--- config.mk ---
export PLATFORM = sky130hd
export DESIGN_NAME = residual_encoder
export DESIGN_NICKNAME = d
export VERILOG_FILES = /design/src/rtl/residual_encoder.sv
export SDC_FILE = /design/constraint.sdc
export NUM_CORES = 1
export LEC_CHECK = 0
export BUFFER_PORTS_ARGS = -buffer_cell sky130_fd_sc_hd__buf_2
export CELL_PAD_IN_SITES_DETAIL_PLACEMENT = 1
export CELL_PAD_IN_SITES_GLOBAL_PLACEMENT = 1
export CORE_MARGIN = 1.5
export CORE_UTILIZATION = 47
export CTS_BUF_LIST = sky130_fd_sc_hd__clkbuf_4
export CTS_CLUSTER_DIAMETER = 60
export DETAILED_ROUTE_END_ITERATION = 10
export PLACE_DENSITY_LB_ADDON = 0.08
export SYNTH_ARGS = -nofsm -noshare
export SYNTH_HDL_FRONTEND = slang
export SYNTH_SLANG_ARGS = --single-unit
--- constraint.sdc ---
create_clock -name iClock -period 6.6 [get_ports iClock]
set_clock_uncertainty 0.05 [all_clocks]
set_input_delay 1.32 -clock iClock [delete_from_list [all_inputs] [get_ports iClock]]
set_output_delay 1.32 -clock iClock [all_outputs]
set_load 0.03 [all_outputs]
--- src/rtl/residual_encoder.sv ---
// -----------------------------------------------------------------------------
// residual_encoder
//
// Purpose:
//   Turns a stream of signed 16-bit prediction residuals into the FLAC
//   partitioned-Rice residual section. The section is emitted MSB-first:
//     - a 2-bit coding method (00)
//     - a 4-bit partition order
//     - then, for each partition, a 4-bit Rice parameter followed by that
//       partition's Rice-coded samples.
//   The bitstream is packed into 16-bit words and written to frame RAM from
//   address 0 upward.
//
// Ports:
//   iClock, iReset      clock; synchronous active-high reset
//   iStart              one-cycle pulse; latches iNSamples/iPredOrder/iPartOrder
//   iNSamples           frame blocksize
//   iPredOrder          predictor order (warm-up samples are not coded here)
//   iPartOrder          partition order, 2^po partitions
//   oParamReq           waiting for the current partition's Rice parameter
//   iParamValid         parameter accepted when oParamReq && iParamValid
//   iRiceParam          Rice parameter; escape (15) is clamped to 14
//   iResidual, iValid   signed residual; accepted when iValid && oReady
//   oReady              residual accept (pure state decode)
//   oWriteData          packed RAM word
//   oWriteAddr          RAM word address
//   oWriteEn            write strobe, one cycle per word
//   oWordCount          words in the section, valid with oDone
//   oDone               one-cycle pulse after the final padded word is written
// -----------------------------------------------------------------------------
module residual_encoder (
    input  logic        iClock,
    input  logic        iReset,
    input  logic        iStart,
    input  logic [15:0] iNSamples,
    input  logic [3:0]  iPredOrder,
    input  logic [3:0]  iPartOrder,
    output logic        oParamReq,
    input  logic        iParamValid,
    input  logic [3:0]  iRiceParam,
    input  logic [15:0] iResidual,
    input  logic        iValid,
    output logic        oReady,
    output logic [15:0] oWriteData,
    output logic [15:0] oWriteAddr,
    output logic        oWriteEn,
    output logic [15:0] oWordCount,
    output logic        oDone
);

    typedef enum logic [2:0] {
        S_IDLE, S_HDR, S_PARAM, S_SAMPLE, S_UNARY, S_BIN, S_FLUSH, S_DONE
    } state_t;

    state_t r_state, w_next;

    // Section configuration and per-partition bookkeeping
    logic [15:0] r_n;
    logic [3:0]  r_order;
    logic [3:0]  r_po;
    logic [3:0]  r_k;
    logic [15:0] r_part_idx;
    logic [15:0] r_part_rem;
    logic [15:0] r_u;
    logic [15:0] r_q;

    // Bit packer: pending bits left-aligned in r_acc, r_fill < 16 between cycles
    logic [31:0] r_acc;
    logic [4:0]  r_fill;
    logic [15:0] r_addr;
    logic [15:0] r_wdata;
    logic [15:0] r_waddr;
    logic        r_wen;
    logic [15:0] r_wcount;
    logic        r_done;

    logic [3:0]  w_k_in;
    logic [15:0] w_part_base;
    logic [15:0] w_part_size;
    logic        w_last_part;
    logic [15:0] w_fold;
    logic [15:0] w_q_in;
    logic [4:0]  w_q_chunk;
    logic [15:0] w_bin_bits;
    logic        w_part_done;
    logic [4:0]  w_push_n;
    logic [15:0] w_push_bits;
    logic [5:0]  w_total;
    logic [5:0]  w_shift;
    logic [31:0] w_merged;

    assign w_k_in      = (iRiceParam == 4'd15) ? 4'd14 : iRiceParam;
    assign w_last_part = (r_part_idx == ((16'd1 << r_po) - 16'd1));
    assign w_part_base = r_n >> r_po;
    // The predictor warm-up samples are carried outside this section, so the
    // first partition is short by the predictor order.
    assign w_part_size = (r_part_idx == 16'd0) ? (w_part_base - {12'd0, r_order})
                                                : w_part_base;
    // Zig-zag fold: 0,-1,1,-2,... -> 0,1,2,3,...
    assign w_fold      = {iResidual[14:0], 1'b0} ^ {16{iResidual[15]}};
    assign w_q_in      = w_fold >> r_k;
    assign w_q_chunk   = (r_q > 16'd16) ? 5'd16 : r_q[4:0];
    assign w_bin_bits  = (16'd1 << r_k) | (r_u & ((16'd1 << r_k) - 16'd1));
    assign w_part_done = (r_part_rem == 16'd1);

    // ---------------- FSM: state register ----------------
    always_ff @(posedge iClock) begin
        if (iReset) begin
            r_state <= S_IDLE;
        end else begin
            // NOTE: clocked state uses non-blocking assignment so every register
            // samples pre-edge values; blocking here would create order races.
            r_state <= w_next;
        end
    end

    // ---------------- FSM: next-state logic ----------------
    always_comb begin
        w_next = r_state;
        case (r_state)
            S_IDLE:   if (iStart) w_next = S_HDR;
            S_HDR:    w_next = S_PARAM;
            S_PARAM: begin
                if (iParamValid) begin
                    if (w_part_size != 16'd0) w_next = S_SAMPLE;
                    else if (w_last_part)     w_next = S_FLUSH;
                    else                      w_next = S_PARAM;
                end
            end
            S_SAMPLE: if (iValid) w_next = (w_q_in != 16'd0) ? S_UNARY : S_BIN;
            S_UNARY:  if (r_q <= 16'd16) w_next = S_BIN;
            S_BIN: begin
                if (!w_part_done)     w_next = S_SAMPLE;
                else if (w_last_part) w_next = S_FLUSH;
                else                  w_next = S_PARAM;
            end
            S_FLUSH:  w_next = S_DONE;
            S_DONE:   w_next = S_IDLE;
            default:  w_next = S_IDLE;
        endcase
    end

    // ---------------- FSM: output decode (handshakes and bit pushes) ----------------
    always_comb begin
        // NOTE: every output gets a default before the case so no path leaves
        // it unassigned; a missing default would infer a latch.
        oParamReq   = 1'b0;
        oReady      = 1'b0;
        w_push_n    = 5'd0;
        w_push_bits = 16'd0;
        case (r_state)
            S_HDR: begin
                w_push_n    = 5'd6;
                w_push_bits = {12'd0, r_po};
            end
            S_PARAM: begin
                oParamReq = 1'b1;
                if (iParamValid) begin
                    w_push_n    = 5'd4;
                    w_push_bits = {12'd0, w_k_in};
                end
            end
            S_SAMPLE: oReady = 1'b1;
            S_UNARY:  w_push_n = w_q_chunk;
            S_BIN: begin
                w_push_n    = {1'b0, r_k} + 5'd1;
                w_push_bits = w_bin_bits;
            end
            S_FLUSH:  if (r_fill != 5'd0) w_push_n = 5'd16 - r_fill;
            default: ;
        endcase
    end

    // ---------------- Section / partition datapath ----------------
    always_ff @(posedge iClock) begin
        if (iReset) begin
            r_n        <= 16'd0;
            r_order    <= 4'd0;
            r_po       <= 4'd0;
            r_k        <= 4'd0;
            r_part_idx <= 16'd0;
            r_part_rem <= 16'd0;
            r_u        <= 16'd0;
            r_q        <= 16'd0;
            r_wcount   <= 16'd0;
            r_done     <= 1'b0;
        end else begin
            r_done <= 1'b0;
            case (r_state)
                S_IDLE: begin
                    if (iStart) begin
                        r_n        <= iNSamples;
                        r_order    <= iPredOrder;
                        r_po       <= iPartOrder;
                        r_part_idx <= 16'd0;
                    end
                end
                S_PARAM: begin
                    if (iParamValid) begin
                        r_k        <= w_k_in;
                        r_part_rem <= w_part_size;
                        if (w_part_size == 16'd0) r_part_idx <= r_part_idx + 16'd1;
                    end
                end
                S_SAMPLE: begin
                    if (iValid) begin
                        r_u <= w_fold;
                        r_q <= w_q_in;
                    end
                end
                S_UNARY: r_q <= r_q - {11'd0, w_q_chunk};
                S_BIN: begin
                    r_part_rem <= r_part_rem - 16'd1;
                    if (w_part_done) r_part_idx <= r_part_idx + 16'd1;
                end
                S_DONE: begin
                    // The flush write has already advanced r_addr
                    r_wcount <= r_addr;
                    r_done   <= 1'b1;
                end
                default: ;
            endcase
        end
    end

    // ---------------- Bit packer ----------------
    assign w_total  = {1'b0, r_fill} + {1'b0, w_push_n};
    // Place the n new bits directly below the pending ones
    assign w_shift  = 6'd32 - w_total;
    assign w_merged = r_acc | ({16'd0, w_push_bits} << w_shift);

    always_ff @(posedge iClock) begin
        if (iReset) begin
            r_acc   <= 32'd0;
            r_fill  <= 5'd0;
            r_addr  <= 16'd0;
            r_wdata <= 16'd0;
            r_waddr <= 16'd0;
            r_wen   <= 1'b0;
        end else begin
            r_wen <= 1'b0;
            if (r_state == S_IDLE && iStart) begin
                r_acc  <= 32'd0;
                r_fill <= 5'd0;
                r_addr <= 16'd0;
            end else if (w_total >= 6'd16) begin
                r_wdata <= w_merged[31:16];
                r_wen   <= 1'b1;
                r_waddr <= r_addr;
                r_addr  <= r_addr + 16'd1;
                r_acc   <= w_merged << 16;
                r_fill  <= w_total[4:0] - 5'd16;
            end else begin
                r_acc  <= w_merged;
                r_fill <= w_total[4:0];
            end
        end
    end

    assign oWriteData = r_wdata;
    assign oWriteAddr = r_waddr;
    assign oWriteEn   = r_wen;
    assign oWordCount = r_wcount;
    assign oDone      = r_done;

endmodule

==> flow_metrics.py, run 1 <==
metrics = {
    "clocking": {
        "clk_path_buf_depth": 2,
        "clkTransAtPathRegs_ns": 0.20,
        "cts_root_buffer": "clkbuf_4",
        "cts_tree": "done",
        "cts.sinks": 198,
        "clk_latency_ns": 0.62,
        "cts_buffers": 17,
        "ctsResizeCount": 0,
        "htree_levels": 4,
        "cts_setup_buffers": 0,
        "holdBufCountCts": 0,
    },
    "sta": {
        "slew_violations": 0,
        "fin_crit_sh_pct": 87.8,
        "fmax_ghz": 0.173,
        "setup_viol": 0,
        "rsz0062_at_grt": "false",
        "fin_ws_ns": 0.808,
        "fin_setup_tns_ns": 0,
        "fin_hold_ws_ns": 0.415,
        "min_period_ns": 5.79,
        "tightest_slew_ns": 1.28,
        "hold_viol_final": 0,
        "slew_headroom_pct": 14.4,
    },
    "drt": {
        "drt_iter0_markers": 947,
        "wl_um": 41000,
        "wl_per_cell_um": 19.5,
        "drcViolationCount": 0,
        "vias_per_cell": 6.16,
        "num_vias": 12900,
        "final_antenna_net_count": 0,
        "first_pass_iters": 5,
    },
    "final_layout": {
        "drive_above_1_share_pct": 12.9,
        "final_common_cell": "nand2_1",
        "area_growth_pct": 7.21,
        "final_util_pct": 51.4,
        "layout_common_cells": "nand2_1, nor2_1, dfxtp_1",
        "nets": 1817,
    },
    "place": {
        "port_buffers": 100,
        "post-place-ws_ns": 0.884,
        "place.gp.congestion": 0.886,
        "hpwl_um": 29900,
    },
    "setup_path": {
        "critPathLaunchType": "flop",
        "crit_required_ns": 7.06,
        "reg2reg_to": "oWriteData[2]",
        "path_max_fanout": 9,
        "reg2regPathDepth": 18,
        "rr_startpoint": "r_q[5]",
        "end_kind": "flop",
        "rrSetupSlack_ns": 0.81,
        "worstSetupPathType": "flop to flop",
        "crit_arrival_ns": 6.26,
    },
    "global_routing": {
        "antenna_found_initial": 1,
        "met2_usage_pct": 47.4,
        "track_usage_pct": 29.1,
        "grt_overflow": 0,
        "first_global_vias": 12600,
        "met1_usage_pct": 40.8,
        "grt.busiest_layer": "met2",
        "grt_use_met3_pct": 3.27,
        "grt_max_degree": 87,
        "grt_first_pass_wirelength_um": 67400,
    },
    "yosys": {
        "ys_seq_area_share_pct": 30.6,
        "avgSynthCellArea_um2": 7.57,
        "synthDistinctLibCells": 90,
        "synth_area_mm2": 0.0130,
        "synth_warnings": 0,
        "synth-edff-count": 0,
        "synth-async-reset-ratio_pct": 0,
        "syn_inst": 1714,
        "synth_flop_cell": "dfxtp_1",
        "syn_nets": 1790,
        "synth_seq_cells": 198,
    },
    "floorplan": {
        "boundaryPins": 101,
        "design.core.area_mm2": 0.0270,
        "start_util_pct": 48.0,
        "fp-row-count": 60,
        "die-area_mm2": 0.0286,
        "fp.dieH_um": 169,
        "die_w_um": 169,
    },
    "outcome": {
        "outcome": "finished clean",
    },
    "power_and_ir_drop": {
        "irDropWorstVdd_mv": 0.147,
        "p_leak_nw": 5.08,
        "pwr_density_cell_mw_per_mm2": 274,
    },
    "min_path": {
        "min_path_type": "flop to flop",
        "hold_end": "oWordCount[11]",
        "hold_path_depth": 2,
        "min_from": "oWordCount[11]",
    },
    "run": {
        "maxCapViolations": 0,
    },
}
-- area by class of cell --
class | instances | area [um2]
inverter | 39 | 146
sequential | 198 | 3970
timing repair buffer | 127 | 706
antenna | 1 | 2.50
tap | 341 | 427
fill | 3464 | 13100
clock inverter | 15 | 165
multi-input combinational | 1358 | 8360
clock buffer | 17 | 128
-- state kept, by name, indices dropped and copies added (netlist names) --
signal and count:
oWriteAddr 16, r_acc 32, oDone 1, r_state 3
oWriteEn 1, r_fill 5, oWriteData 16, r_addr 16
oWordCount 16, r_order 4, r_part_rem 16, r_k 4
r_po 4, r_q 16, r_n 16, r_u 16
r_part_idx 16
-- synth_stat cells (all sizes together) (14+ instances only) --
library cell / count / area, um2
nor2: 212 / 796
xnor2: 43 / 377
inv: 38 / 143
nand4b: 14 / 123
nor2b: 18 / 113
nor4: 19 / 131
nand2: 245 / 922
mux2i: 39 / 390
a21oi: 158 / 828
nor3: 61 / 322
o211ai: 24 / 190
a31oi: 20 / 125
clkbuf: 91 / 342
and3: 21 / 131
xor2: 30 / 263
ha: 25 / 313
mux4: 21 / 473
dfxtp: 198 / 3960
nand4: 22 / 144
buf: 28 / 166
a211oi: 35 / 263
nand2b: 23 / 144
o22ai: 26 / 163
o21ai: 83 / 419
nand3: 42 / 210
-- cell families (layout without fill, tap and decap cells) --
group	after synthesis	after routing	share of synthesized area (%)
buffers and inverters	158	198	5.05
AO/OA/AOI/OAI	459	459	22.8
adder cells (fa/ha/maj)	27	27	2.72
flip-flops	198	198	30.6
other	1	2	0.0289
XOR/XNOR	73	73	4.93
multiplexers	71	71	7.61
AND/OR/NAND/NOR	727	727	26.3
-- critical path, cell delays in order, from the launching register on --
cell and delay [ns]:
dfxtp_1 0.40, nor3_1 0.56, and3_1 0.39, o21ai_0 0.28, nor2_1 0.34, nand2_1 0.11
o221ai_1 0.10, ha_1 0.21, inv_1 0.06, fa_1 0.41, xor2_1 0.45, nand3_1 0.25
a211oi_1 0.43, xnor2_1 0.47, nor2_1 0.31, nand2_1 0.29, o22ai_1 0.13, a211oi_1 0.33
a211oi_1 0.12
-- metrics by stage --
step	total power, W	area (um2)	std cells
global placement	0.00307	13600	2063
CTS	0.00380	13900	2095
detailed placement	0.00311	13600	2063
global route	0.00405	13900	2096
floorplan	0.00265	13000	1714
finish	0.00380	13900	2096
-- power breakdown --
part           switching, W  internal, W  leakage, nW  total [W]
sequential        0.0000940      0.00126         1.60    0.00135
combinational       0.00115     0.000618         3.33    0.00176
clock              0.000512     0.000172        0.156   0.000684
-- metal layers --
metal,vias up,part of all wire [%]
li1,6229,-
met4,0,1.8
met1,6348,48
met5,-,0
met2,282,46
met3,47,3.9
-- worst max-delay path by stage --
stage | start | to | cells after the start
final | r_q[5] | oWriteData[2] | 18
after global routing | r_q[5] | oWriteData[2] | 18
after CTS | r_q[5] | r_acc[18] | 18
after detailed placement | r_q[5] | r_acc[18] | 18
after global placement | r_q[5] | r_acc[18] | 18
after floorplan | r_state[2] | oWriteData[9] | 17
Power figures use the tool's default switching activity.
==> run 2, diff against run 1 <==
ABC_AREA = 1   (was unset)
CORE_UTILIZATION = 44   (was 47)
==> run 2 against run 1 <==
Net effect: non-clock buffer count down 14; critical endpoint is now oWriteData[10]; clock power rose by 5.6%; cell count increased by 21%; synthesized area is 0.91% higher; critical path type unchanged.
==> flow_metrics.py, run 2 <==
metrics = {
    "global_routing": {
        "grt_first_pass_wirelength_um": 69300,
        "grt_overflow": 0,
        "grt_max_degree": 86,
        "track_usage_pct": 27.6,
        "first_global_vias": 14100,
        "antenna_found_initial": 5,
    },
    "drt": {
        "num_vias": 13600,
        "final_antenna_net_count": 0,
        "drt_iter0_markers": 719,
        "wl_per_cell_um": 16.4,
        "drcViolationCount": 0,
        "vias_per_cell": 5.36,
        "first_pass_iters": 5,
        "wl_um": 41600,
    },
    "yosys": {
        "synth-edff-count": 0,
        "syn_inst": 2098,
        "synth_compound_area_share_pct": 15.0,
        "synthAdderAreaFrac_pct": 2.70,
        "synthTopCellsByCount": "nand2_1, nor2_1, inv_1",
        "avgSynthCellArea_um2": 6.24,
        "yosys.area_share.simple_pct": 37.6,
        "yosys.cell_count.top_type": "nand2_1",
        "yosysTopAreaCell": "dfxtp_1",
        "synth_xor_area_share_pct": 3.86,
        "syn_nets": 2174,
        "synthDistinctLibCells": 56,
        "synth_area_mm2": 0.0131,
        "ys_seq_area_share_pct": 30.3,
        "synthMuxAreaShare_pct": 0.306,
        "synth_flop_cell": "dfxtp_1",
        "synth-async-reset-ratio_pct": 0,
        "synth_top_family_by_area": "simple AND/OR/NAND/NOR gates",
        "synth_warnings": 0,
        "ys_top_cells_by_area": "dfxtp_1, nand2_1, nand3_1, nor2_1, inv_1",
        "synth_top_area_share_pct": 30.3,
        "synth_seq_cells": 198,
    },
    "sta": {
        "slew_violations": 0,
        "hold_viol_final": 0,
        "rsz0062_at_grt": "false",
        "fin_setup_tns_ns": 0,
        "setup_viol": 0,
        "fin_crit_sh_pct": 78.1,
        "slew_headroom_pct": 24.6,
        "tightest_slew_ns": 1.13,
        "fin_ws_ns": 1.45,
        "min_period_ns": 5.15,
        "fin_hold_ws_ns": 0.407,
        "fmax_ghz": 0.194,
    },
    "setup_path": {
        "crit_required_ns": 7.12,
        "path_delay_family": "adder cells",
        "worstSetupPathType": "flop to flop",
        "crit_arrival_ns": 5.67,
        "cp_num_buf_inv": 3,
        "worstPathCellList": "clkinv_1 -> ha_1 -> nor2_1 -> o21ai_0 -> a31oi_1 -> fa_1 -> ha_1 -> inv_1 -> a31oi_1 -> nor2_1 -> o21ai_0 -> nand2_1 -> nand2_1 -> nand2_1 -> o21ai_0 -> inv_1",
        "path_max_fanout": 20,
        "end_kind": "flop",
        "cp_slowest_cell": "dfxtp_1",
        "max_stage_delay_ns": 0.75,
        "critPathLaunchType": "flop",
    },
    "floorplan": {
        "die_w_um": 175,
        "die-area_mm2": 0.0308,
        "fp.dieH_um": 175,
        "start_util_pct": 45.1,
        "boundaryPins": 101,
        "fp-row-count": 62,
        "design.core.area_mm2": 0.0290,
    },
    "clocking": {
        "htree_levels": 4,
        "cts_tree": "done",
        "holdBufCountCts": 0,
        "ctsResizeCount": 0,
        "cts_setup_buffers": 0,
        "cts.sinks": 198,
        "cts_root_buffer": "clkbuf_4",
        "cts_buffers": 17,
        "clkTransAtPathRegs_ns": 0.20,
        "clk_path_buf_depth": 2,
        "clk_latency_ns": 0.66,
    },
    "min_path": {
        "min_path_type": "flop to flop",
    },
    "run": {
        "maxCapViolations": 0,
    },
    "final_layout": {
        "fillers": 4087,
        "final_common_cell": "nand2_1",
        "layout_common_cells": "nand2_1, nor2_1, inv_1",
        "top_register": "r_acc",
        "instances_no_fill": 2540,
        "nets": 2214,
        "largest_register_ffs": 32,
        "area_growth_pct": 7.44,
        "drive_above_1_share_pct": 11.0,
        "seqCellArea_mm2": 0.00396,
        "multi_input_area_mm2": 0.00779,
    },
    "place": {
        "port_buffers": 100,
        "dp.cells": 2503,
        "post-place-ws_ns": 1.53,
        "hpwl_um": 31400,
        "place.gp.congestion": 0.915,
    },
    "power_and_ir_drop": {
        "power_w": 0.00722,
        "p_leak_nw": 6.56,
        "pwr_density_cell_mw_per_mm2": 513,
        "irDropWorstVdd_mv": 0.242,
    },
    "outcome": {
        "outcome": "finished clean",
    },
}
-- run 2: cell count changes in the layout (fill, tap and decap cells not counted), moves of 23 or more --
cell,before,now
mux2i_1,39,4
nor3_1,59,25
xnor2_1,42,16
nand2_1,244,511
o21ai_0,72,162
nand3_1,42,200
nor2_1,212,262
nand2b_1,23,0
inv_1,37,225
a211oi_1,35,4
-- run 2: cell families (layout without fill, tap and decap cells) --
logic type	after synthesis	after routing
flip-flops	198	198
adder cells (fa/ha/maj)	27	27
AND/OR/NAND/NOR	1116	1116
other	1	6
multiplexers	4	4
XOR/XNOR	56	56
buffers and inverters	335	388
AO/OA/AOI/OAI	361	361
-- run 2: worst paths after layout --
kind,from,endpoint,slack (ns),cells after the start
setup / recovery,r_k[1],oWriteData[10],1.45,16
hold reg to reg,oWordCount[8],oWordCount[8],0.41,2
setup reg to reg,r_k[1],oWriteData[10],1.45,16
hold / removal,oWordCount[8],oWordCount[8],0.41,2
-- run 2: worst register-to-register path: cells and delay by family, from the launching register on --
kind | cells | cell delay (ns)
adders and majority gates | 3 | 1.65
DFF | 1 | 0.75
buffers and inverters | 3 | 1.03
and+or+nand+nor | 5 | 0.41
AOI/OAI and AO/OA | 5 | 1.14
-- run 2: final cells by class --
type	instances	area share, %
antenna	5	0.0890
clock buffer	18	0.961
clock inverter	14	1.14
inverter	243	6.52
multi-input combinational	1565	55.4
sequential	198	28.2
tap	384	3.42
timing repair buffer	113	4.25
-- run 2: layer usage --
metal	wire (um)	track usage, %
met1	19800	35.1
met2	19800	48.1
met3	1340	4.74
met4	607	6.98
met5	0	0
-- run 2: power breakdown --
part           total (W)  leakage [nW]  switching [W]  internal [W]
combinational    0.00488          4.80        0.00338       0.00150
clock           0.000722         0.161       0.000511      0.000211
sequential       0.00162          1.61       0.000201       0.00142
total            0.00722          6.56        0.00409       0.00313
-- run 2: per-stage QoR --
| stage | instance area [um2] | util (%) |
|---|---|---|
| floorplan | 13100 | - |
| global placement | 13800 | 47.4 |
| detailed placement | 13800 | 47.4 |
| CTS | 14000 | 48.4 |
| global route | 14100 | 48.4 |
| finish | 14100 | 48.5 |
